===== src/rtl/mem_march_bist.sv =====
// ============================================================================
// mem_march_bist : March C- BIST initiator for a single-port test memory
// Rev 1.0 - initial release
// ============================================================================
`default_nettype none

module mem_march_bist #(
  parameter int                ADDR_W = 8,
  parameter int                DATA_W = 8,
  parameter logic [DATA_W-1:0] BG     = '0,
  parameter int                ERR_W  = 8
) (
  input  logic              clk,
  input  logic              rst,
  input  logic              start,
  output logic              mem_write_en,
  output logic              mem_read_en,
  output logic [ADDR_W-1:0] mem_addr,
  output logic [DATA_W-1:0] mem_write_data,
  input  logic [DATA_W-1:0] mem_read_data,
  output logic              busy,
  output logic              done,
  output logic              pass,
  output logic [ERR_W-1:0]  err_count,
  output logic [ADDR_W-1:0] fail_addr,
  output logic [2:0]        fail_elem,
  output logic [DATA_W-1:0] fail_data
);

  typedef enum logic [2:0] {
    IDLE   = 3'd0,
    W_ONLY = 3'd1,
    RD     = 3'd2,
    RW_CHK = 3'd3,
    RD_CHK = 3'd4,
    DONE   = 3'd5
  } state_t;

  localparam logic [ADDR_W-1:0] ADDR_MAX = {ADDR_W{1'b1}};
  localparam logic [ERR_W-1:0]  ERR_MAX  = {ERR_W{1'b1}};
  localparam logic [DATA_W-1:0] BG_INV   = ~BG;

  state_t            state, state_next;
  logic [ADDR_W-1:0] addr;
  logic [2:0]        elem;
  logic              launch, check, step;
  logic              down, last_addr, mismatch;
  logic [DATA_W-1:0] expect_data, write_val;
  logic [ERR_W-1:0]  err_next;

  assign down        = (elem == 3'd3) || (elem == 3'd4);
  assign last_addr   = down ? (addr == '0) : (addr == ADDR_MAX);
  assign expect_data = ((elem == 3'd2) || (elem == 3'd4)) ? BG_INV : BG;
  assign write_val   = ((elem == 3'd1) || (elem == 3'd3)) ? BG_INV : BG;
  assign step        = (state == W_ONLY) || (state == RW_CHK) || (state == RD_CHK);
  assign mismatch    = check && (mem_read_data != expect_data);
  assign err_next    = (mismatch && (err_count != ERR_MAX)) ? err_count + ERR_W'(1) : err_count;

  // Memory-side outputs decode only from registered state and address.
  assign mem_write_en   = (state == W_ONLY) || (state == RW_CHK);
  assign mem_read_en    = (state == RD);
  assign mem_addr       = addr;
  assign mem_write_data = (state == W_ONLY) ? BG :
                          (state == RW_CHK) ? write_val : '0;
  assign busy           = (state != IDLE) && (state != DONE);

  always_ff @(posedge clk or negedge rst) begin
    if (!rst) state <= IDLE;
    else      state <= state_next;
  end

  always_comb begin
    state_next = state;
    launch     = 1'b0;
    check      = 1'b0;
    case (state)
      IDLE:    if (start) begin
                 state_next = W_ONLY;
                 launch     = 1'b1;
               end
      W_ONLY:  if (last_addr) state_next = RD;
      RD:      state_next = (elem == 3'd5) ? RD_CHK : RW_CHK;
      RW_CHK:  begin
                 check      = 1'b1;
                 state_next = RD;
               end
      RD_CHK:  begin
                 check      = 1'b1;
                 state_next = last_addr ? DONE : RD;
               end
      DONE:    state_next = IDLE;
      default: state_next = IDLE;
    endcase
  end

  always_ff @(posedge clk or negedge rst) begin
    if (!rst) begin
      addr      <= '0;
      elem      <= '0;
      err_count <= '0;
      fail_addr <= '0;
      fail_elem <= '0;
      fail_data <= '0;
      done      <= 1'b0;
      pass      <= 1'b0;
    end else if (launch) begin
      addr      <= '0;
      elem      <= '0;
      err_count <= '0;
      fail_addr <= '0;
      fail_elem <= '0;
      fail_data <= '0;
      done      <= 1'b0;
      pass      <= 1'b0;
    end else begin
      if (step) begin
        // Element boundary: next element begins at its own first address.
        if (last_addr && (state != RD_CHK)) begin
          elem <= elem + 3'd1;
          addr <= ((elem == 3'd2) || (elem == 3'd3)) ? ADDR_MAX : '0;
        end else begin
          addr <= down ? addr - ADDR_W'(1) : addr + ADDR_W'(1);
        end
      end
      err_count <= err_next;
      if (mismatch && (err_count == '0)) begin
        fail_addr <= addr;
        fail_elem <= elem;
        fail_data <= mem_read_data;
      end
      if ((state == RD_CHK) && last_addr) begin
        done <= 1'b1;
        pass <= (err_next == '0);
      end
    end
  end

endmodule

`default_nettype wire


===== config.mk =====
export PLATFORM = sky130hd
export DESIGN_NAME = mem_march_bist
export DESIGN_NICKNAME = d
export VERILOG_FILES = /design/src/rtl/mem_march_bist.sv
export SDC_FILE = /design/constraint.sdc
export NUM_CORES = 1
export LEC_CHECK = 0
export CORE_MARGIN = 1.5
export CORE_UTILIZATION = 30
export DETAILED_ROUTE_END_ITERATION = 6
export PLACE_DENSITY = 0.52
export SLEW_MARGIN = 30
export SYNTH_ARGS = -nofsm -noshare
export SYNTH_HDL_FRONTEND = slang
export SYNTH_SLANG_ARGS = --single-unit

===== constraint.sdc =====
create_clock -name clk -period 6 [get_ports clk]
set_input_delay 1.8 -clock clk [delete_from_list [all_inputs] [get_ports clk]]
set_output_delay 1.8 -clock clk [all_outputs]
set_load 0.02 [all_outputs]

==> flow_metrics.env, run 1 <==
export IMPL_status="finished, final reports clean"
export IMPL_critPathKind="flip-flop to output pin"
export IMPL_die_w_um=96.9
export IMPL_power_density_mw_per_mm2=472
export IMPL_detailed_place_hpwl_mm=4.54
export IMPL_synth_cell_type_count=55
export IMPL_layout_drive_gt1_share=0.0816
export IMPL_vias=2216
export IMPL_fin_crit_sh=0.674
export IMPL_critPathBufInv=1
export IMPL_postRouteAntennaNets=0
export IMPL_clock_fmax_mhz=247
export IMPL_clockBufferDepth=2
export IMPL_syn_num_nets=320
export IMPL_vdd_ir_drop_max_v=0.000224
export IMPL_wirelength_mm=6.16
export IMPL_tns_ns=0
export IMPL_dieArea_mm2=0.00939
export IMPL_worstPathRequired_ns=4.20
export IMPL_grt_max_degree=44
export IMPL_htreeDepth=2
export IMPL_die_h_um=96.9
export IMPL_avgSynthCellArea_um2=8.97
export IMPL_grt_total_usage=0.133
export IMPL_nets=367
export IMPL_diodes=0
export IMPL_synth_cell_area_mm2=0.00265
export IMPL_finalSetupViolations=0
export IMPL_yosysWarnings=0
export IMPL_worstSetupEndpointType="output pin"
export IMPL_power_leakage_nw=1.38
export IMPL_placed_area_mm2=0.00325
export IMPL_synth_seq_area_share=0.407
export IMPL_drc_errors=0
export IMPL_grt_ovfl_total=0
export IMPL_clock_sinks=43
export IMPL_crit_slowest_cell="clkdlybuf4s50_1"
export IMPL_ys_ff_latch=43
export IMPL_fin_skew_ns=0.00916
export IMPL_area_growth_pct=26.9
export IMPL_relSlewSlack=0.407
export IMPL_grt_pass1_vias=2124
export IMPL_setup_slack_ns=1.96
export IMPL_crit_chain="and3b_2, nor2b_1, clkdlybuf4s50_1"
export IMPL_design_area_mm2=0.00336
export IMPL_cp_max_fo=9
export IMPL_timing_final_max_slew_violations=0
export IMPL_crit_family="simple AND/OR/NAND/NOR gates"
export IMPL_nFillCells=876
export IMPL_seqCellArea_mm2=0.00108
export IMPL_cts_tree="yes"
export IMPL_cts_buffers=5
export IMPL_place_gp_congestion=0.849
export IMPL_cts_hold_fix_buffers=0
export IMPL_maxCapViolations=0
export IMPL_post_route_min_period_ns=4.04
export IMPL_cp_arrival_ns=2.24
export IMPL_worst_pin_slew_ns=0.888
export IMPL_core_area_mm2=0.00864
export IMPL_clkSlewWorstSetupHoldPaths_ns=0.08
export IMPL_synth_ff_type="dfrtp_1"
export IMPL_post_place_ws_ns=2.12
export IMPL_start_util=0.306
export IMPL_antenna_found_initial=0
export IMPL_port_buffers=58
export IMPL_drt_iter0_markers=54
export IMPL_netlist_instances=295
export IMPL_dp_cells=443
export IMPL_slowest_delay_ns=0.70
export IMPL_grt_first_pass_wirelength_mm=10.3
export IMPL_clkLatencyLatePin_ns=0.30
export IMPL_multiInputGateArea_mm2=0.00139
export IMPL_rows=34
export IMPL_fin_cells=451
export IMPL_hold_path_class="flip-flop to flip-flop"
export IMPL_rsz0062_at_grt="no"
export IMPL_post_cts_setup_buffers=0
export IMPL_synth_edff_count=0
export IMPL_hold_viol=0
export IMPL_ctsRootBufferMaster="clkbuf_8"
export IMPL_wl_per_cell_um=13.7
export IMPL_first_pass_iters=4
export IMPL_via_per_inst=4.91
export IMPL_start_kind="flip-flop"
export IMPL_async_flop_share=1.00
export IMPL_cts_repair_resized=0
export IMPL_ios=59
[path summary, 6_finish.rpt]
check                                startpoint                        to  slack [ns]  cells past startpoint
max                        state[0]$_DFFE_PN0P_         mem_write_data[2]        1.96                      3
min                            done$_DFFE_PN0P_          done$_DFFE_PN0P_        0.49                      2
max reg2reg                 elem[0]$_DFFE_PN0P_   mem_addr[7]$_DFFE_PN0P_        3.20                     10
min reg2reg                    done$_DFFE_PN0P_          done$_DFFE_PN0P_        0.49                      2
max in group asynchronous                   rst      state[1]$_DFFE_PN0P_        4.14                      1
min in group asynchronous                   rst  fail_data[6]$_DFFE_PN0P_        1.48                      1
[cells in the final DEF, fill, tap and decap left out, drive strengths merged, types with 2 or more instances in the layout]
master / count
nor4: 5
or3: 2
inv: 13
ha: 13
clkdlybuf4s50: 57
nand3b: 2
o21ai: 35
xor2: 6
nand3: 6
dfrtp: 43
nand2b: 3
nor2: 18
a21o: 4
nor3: 7
a21oi: 6
o211ai: 3
a211o: 2
a211oi: 4
nor4b: 3
buf: 3
nor2b: 5
and3: 3
clkbuf: 5
nand4: 8
and4: 4
nand2: 59
xnor2: 6
clkinv: 2
[metal layers]
metal | vias up | GRT usage | share of wire
met4 | 0 | 0.0412 | 0.012
li1 | 1109 | - | -
met5 | - | 0 | 0
met1 | 1063 | 0.175 | 0.47
met2 | 39 | 0.217 | 0.48
met3 | 5 | 0.0325 | 0.038
[power breakdown]
part / total, W / internal (W) / switching, W / leakage [nW]
clock network: 0.000225 / 0.000124 / 0.000101 / 0.0581
registers: 0.000526 / 0.000397 / 0.000129 / 0.567
logic: 0.000834 / 0.000385 / 0.000449 / 0.758
total: 0.00159 / 0.000906 / 0.000679 / 1.38
[cells in the mapped netlist, types with 2 or more instances]
library cell | number | share of area
nand2_1 | 59 | 0.084
dfrtp_1 | 43 | 0.41
o21ai_0 | 33 | 0.062
nor2_1 | 18 | 0.026
ha_1 | 13 | 0.061
inv_1 | 13 | 0.018
buf_4 | 9 | 0.026
nand4_1 | 8 | 0.019
nand3_1 | 6 | 0.011
xnor2_1 | 6 | 0.020
xor2_1 | 6 | 0.020
a21oi_1 | 5 | 0.0095
buf_2 | 5 | 0.0095
nor2b_1 | 5 | 0.012
nor3_1 | 5 | 0.0095
nor4_1 | 5 | 0.012
a211oi_1 | 3 | 0.0085
a21o_1 | 3 | 0.0085
and4_1 | 3 | 0.0099
buf_6 | 3 | 0.013
clkbuf_1 | 3 | 0.0043
o211ai_1 | 3 | 0.0085
and3_1 | 2 | 0.0047
nand2b_1 | 2 | 0.0047
nand3b_1 | 2 | 0.0057
nor4b_1 | 2 | 0.0066
or3_1 | 2 | 0.0047
[metrics by stage]
step	power, W	hold WS (ns)	utilization
after floorplan	0.00105	0.517	-
after global placement	0.00136	0.464	0.374
after detailed placement	0.00138	0.471	0.376
after CTS	0.00161	0.493	0.389
after global routing	0.00172	0.511	0.389
final	0.00159	0.488	0.389
[flip-flops by register name, indices dropped and copies added (netlist names)]
name,flops
fail_elem,3
mem_addr,8
fail_data,8
state,3
pass,1
err_count,8
fail_addr,8
done,1
elem,3
[worst min-delay path, delay by kind of cell (launching register included)]
kind	cells	cell delay, ns
DFF	1	0.35
and+or+nand+nor	2	0.11
[kinds of logic after synthesis]
logic type                 Yosys count  synth area share
DFF                                 43             0.407
and+or+nand+nor                    128             0.250
buffers and inverters               33            0.0704
xor gates and xnor gates            12            0.0397
adders and majority gates           14            0.0690
AOI/OAI and AO/OA                   63             0.157
muxes                                2           0.00804
[final cells by class]
type,count,share of cell area
inverters,13,0.0145
clock buffers,5,0.0205
well taps,108,0.0402
flip-flops and latches,43,0.320
repair buffers,60,0.178
multi-input cells,219,0.414
clock inverters,3,0.0130
No activity file was read; power rests on OpenSTA's default activity.
==> run 2: changes to the inputs <==
Clock period 6 ns to 3.93 ns, I/O delays scaled along.
==> flow_metrics.env, run 2 (same netlist as run 1, synthesis figures left out) <==
export IMPL_status="finished, final reports clean"
export IMPL_grtUsageMet2=0.211
export IMPL_grt_total_usage=0.135
export IMPL_comb_power_share=0.529
export IMPL_layout_drive_gt1_share=0.0814
export IMPL_total_power_w=0.00242
export IMPL_vdd_ir_drop_max_v=0.000380
export IMPL_clkSlewWorstSetupHoldPaths_ns=0.08
export IMPL_grt_max_degree=44
export IMPL_drc_errors=0
export IMPL_core_area_mm2=0.00864
export IMPL_cts_repair_resized=0
export IMPL_wl_per_cell_um=13.8
export IMPL_critPathKind="flip-flop to output pin"
export IMPL_post_route_min_period_ns=3.43
export IMPL_power_density_mw_per_mm2=721
export IMPL_grt_ovfl_total=0
export IMPL_cts_tree="yes"
export IMPL_first_pass_iters=5
export IMPL_hold_path_class="flip-flop to flip-flop"
export IMPL_cts_buffers=5
export IMPL_wirelength_mm=6.25
export IMPL_vias=2232
export IMPL_antenna_found_initial=0
export IMPL_timing_final_max_slew_violations=0
export IMPL_die_h_um=96.9
export IMPL_final_common_cell="nand2_1"
export IMPL_rows=34
export IMPL_power_leakage_nw=1.38
export IMPL_final_cell_mix="59 x nand2_1, 57 x clkdlybuf4s50_1, 43 x dfrtp_1"
export IMPL_worstPathRequired_ns=2.75
export IMPL_start_util=0.306
export IMPL_clock_sinks=43
export IMPL_intPower_w=0.00139
export IMPL_detailed_place_hpwl_mm=4.49
export IMPL_clkPwrFrac=0.139
export IMPL_htreeDepth=2
export IMPL_p_sw_frac=0.428
export IMPL_hold_viol=0
export IMPL_grt_pass1_vias=2065
export IMPL_clockBufferDepth=2
export IMPL_switchingPower_w=0.00104
export IMPL_cp_max_fo=9
export IMPL_cp_arrival_ns=2.25
export IMPL_worstSetupEndpointType="output pin"
export IMPL_seqPwrFrac=0.332
export IMPL_drt_iter0_markers=75
export IMPL_post_cts_setup_buffers=0
export IMPL_cts_hold_fix_buffers=0
export IMPL_grt_busiest_layer="met2"
export IMPL_ctsRootBufferMaster="clkbuf_8"
export IMPL_start_kind="flip-flop"
export IMPL_place_gp_congestion=0.766
export IMPL_relSlewSlack=0.634
export IMPL_via_per_inst=4.94
export IMPL_postRouteAntennaNets=0
export IMPL_diodes=0
export IMPL_dieArea_mm2=0.00939
export IMPL_clkLatencyLatePin_ns=0.29
export IMPL_nets=369
export IMPL_r2r_slack_ns=1.21
export IMPL_finalSetupViolations=0
export IMPL_worst_pin_slew_ns=0.548
export IMPL_grt_first_pass_wirelength_mm=10.5
export IMPL_die_w_um=96.9
export IMPL_maxCapViolations=0
export IMPL_fin_skew_ns=0.00602
export IMPL_rsz0062_at_grt="no"
export IMPL_ios=59
export IMPL_port_buffers=58
export IMPL_clock_fmax_mhz=292
export IMPL_use_met1=0.190
export IMPL_tns_ns=0
export IMPL_area_growth_pct=27.0
export IMPL_fin_crit_sh=0.872
export IMPL_gr_usage_met3=0.0318
-- run 2: changes by cell type in the layout (fill, tap and decap cells not counted) --
cell,change
buf_4,+3
clkinv_2,-1
buf_6,-1
clkbuf_1,+1
clkinv_4,-1
-- run 2: layout make-up --
| class | instances | area, um2 |
|---|---|---|
| fillers | 877 | 5280 |
| multi-input cells | 219 | 1390 |
| flip-flops and latches | 43 | 1080 |
| repair buffers | 62 | 608 |
| well taps | 108 | 135 |
| clock buffers | 6 | 72.6 |
| inverters | 13 | 48.8 |
| clock inverters | 1 | 30.0 |
-- run 2: path summary, 6_finish.rpt --
| check | from | end | depth (start not counted) |
|---|---|---|---|
| min in group asynchronous | rst | fail_data[6]$_DFFE_PN0P_ | 1 |
| hold reg to reg | done$_DFFE_PN0P_ | done$_DFFE_PN0P_ | 2 |
| setup / recovery | state[0]$_DFFE_PN0P_ | mem_write_data[2] | 3 |
| setup reg to reg | elem[0]$_DFFE_PN0P_ | mem_addr[7]$_DFFE_PN0P_ | 10 |
| hold / removal | done$_DFFE_PN0P_ | done$_DFFE_PN0P_ | 2 |
| max in group asynchronous | rst | done$_DFFE_PN0P_ | 1 |
-- run 2: per-stage QoR --
| step | area [um2] | instances | hold slack, ns | setup WS [ns] | util |
|---|---|---|---|---|---|
| 6_report | 3360 | 452 | 0.483 | 0.502 | 0.389 |
| 3_5_place_dp | 3260 | 445 | 0.468 | 0.726 | 0.377 |
| 4_1_cts | 3360 | 452 | 0.487 | 0.448 | 0.389 |
| 3_3_place_gp | 3250 | 445 | 0.464 | 0.716 | 0.377 |
| 5_1_grt | 3360 | 452 | 0.519 | 0.345 | 0.389 |
| 2_1_floorplan | 2650 | 295 | 0.517 | 1.17 | - |
-- run 2: power by group through the flow --
stage | Clock, W | Combinational [W] | Sequential, W
floorplan | 0 | 0.000695 | 0.000914
global route | 0.000371 | 0.00142 | 0.000832
finish | 0.000336 | 0.00128 | 0.000804
detailed placement | 0 | 0.00129 | 0.000813
CTS | 0.000350 | 0.00130 | 0.000805
global placement | 0 | 0.00128 | 0.000811
-- run 2: worst max-delay path: stages, from the launching register on --
cell	delay [ns]
dfrtp_1	0.53
and3b_2	0.30
nor2b_1	0.42
clkdlybuf4s50_1	0.70
-- run 2: layer usage --
layer  share of wire  vias to the layer above
met5               0                        -
met4          0.0091                        0
met3           0.038                        5
met2            0.46                       50
met1            0.49                     1063
li1                -                     1114
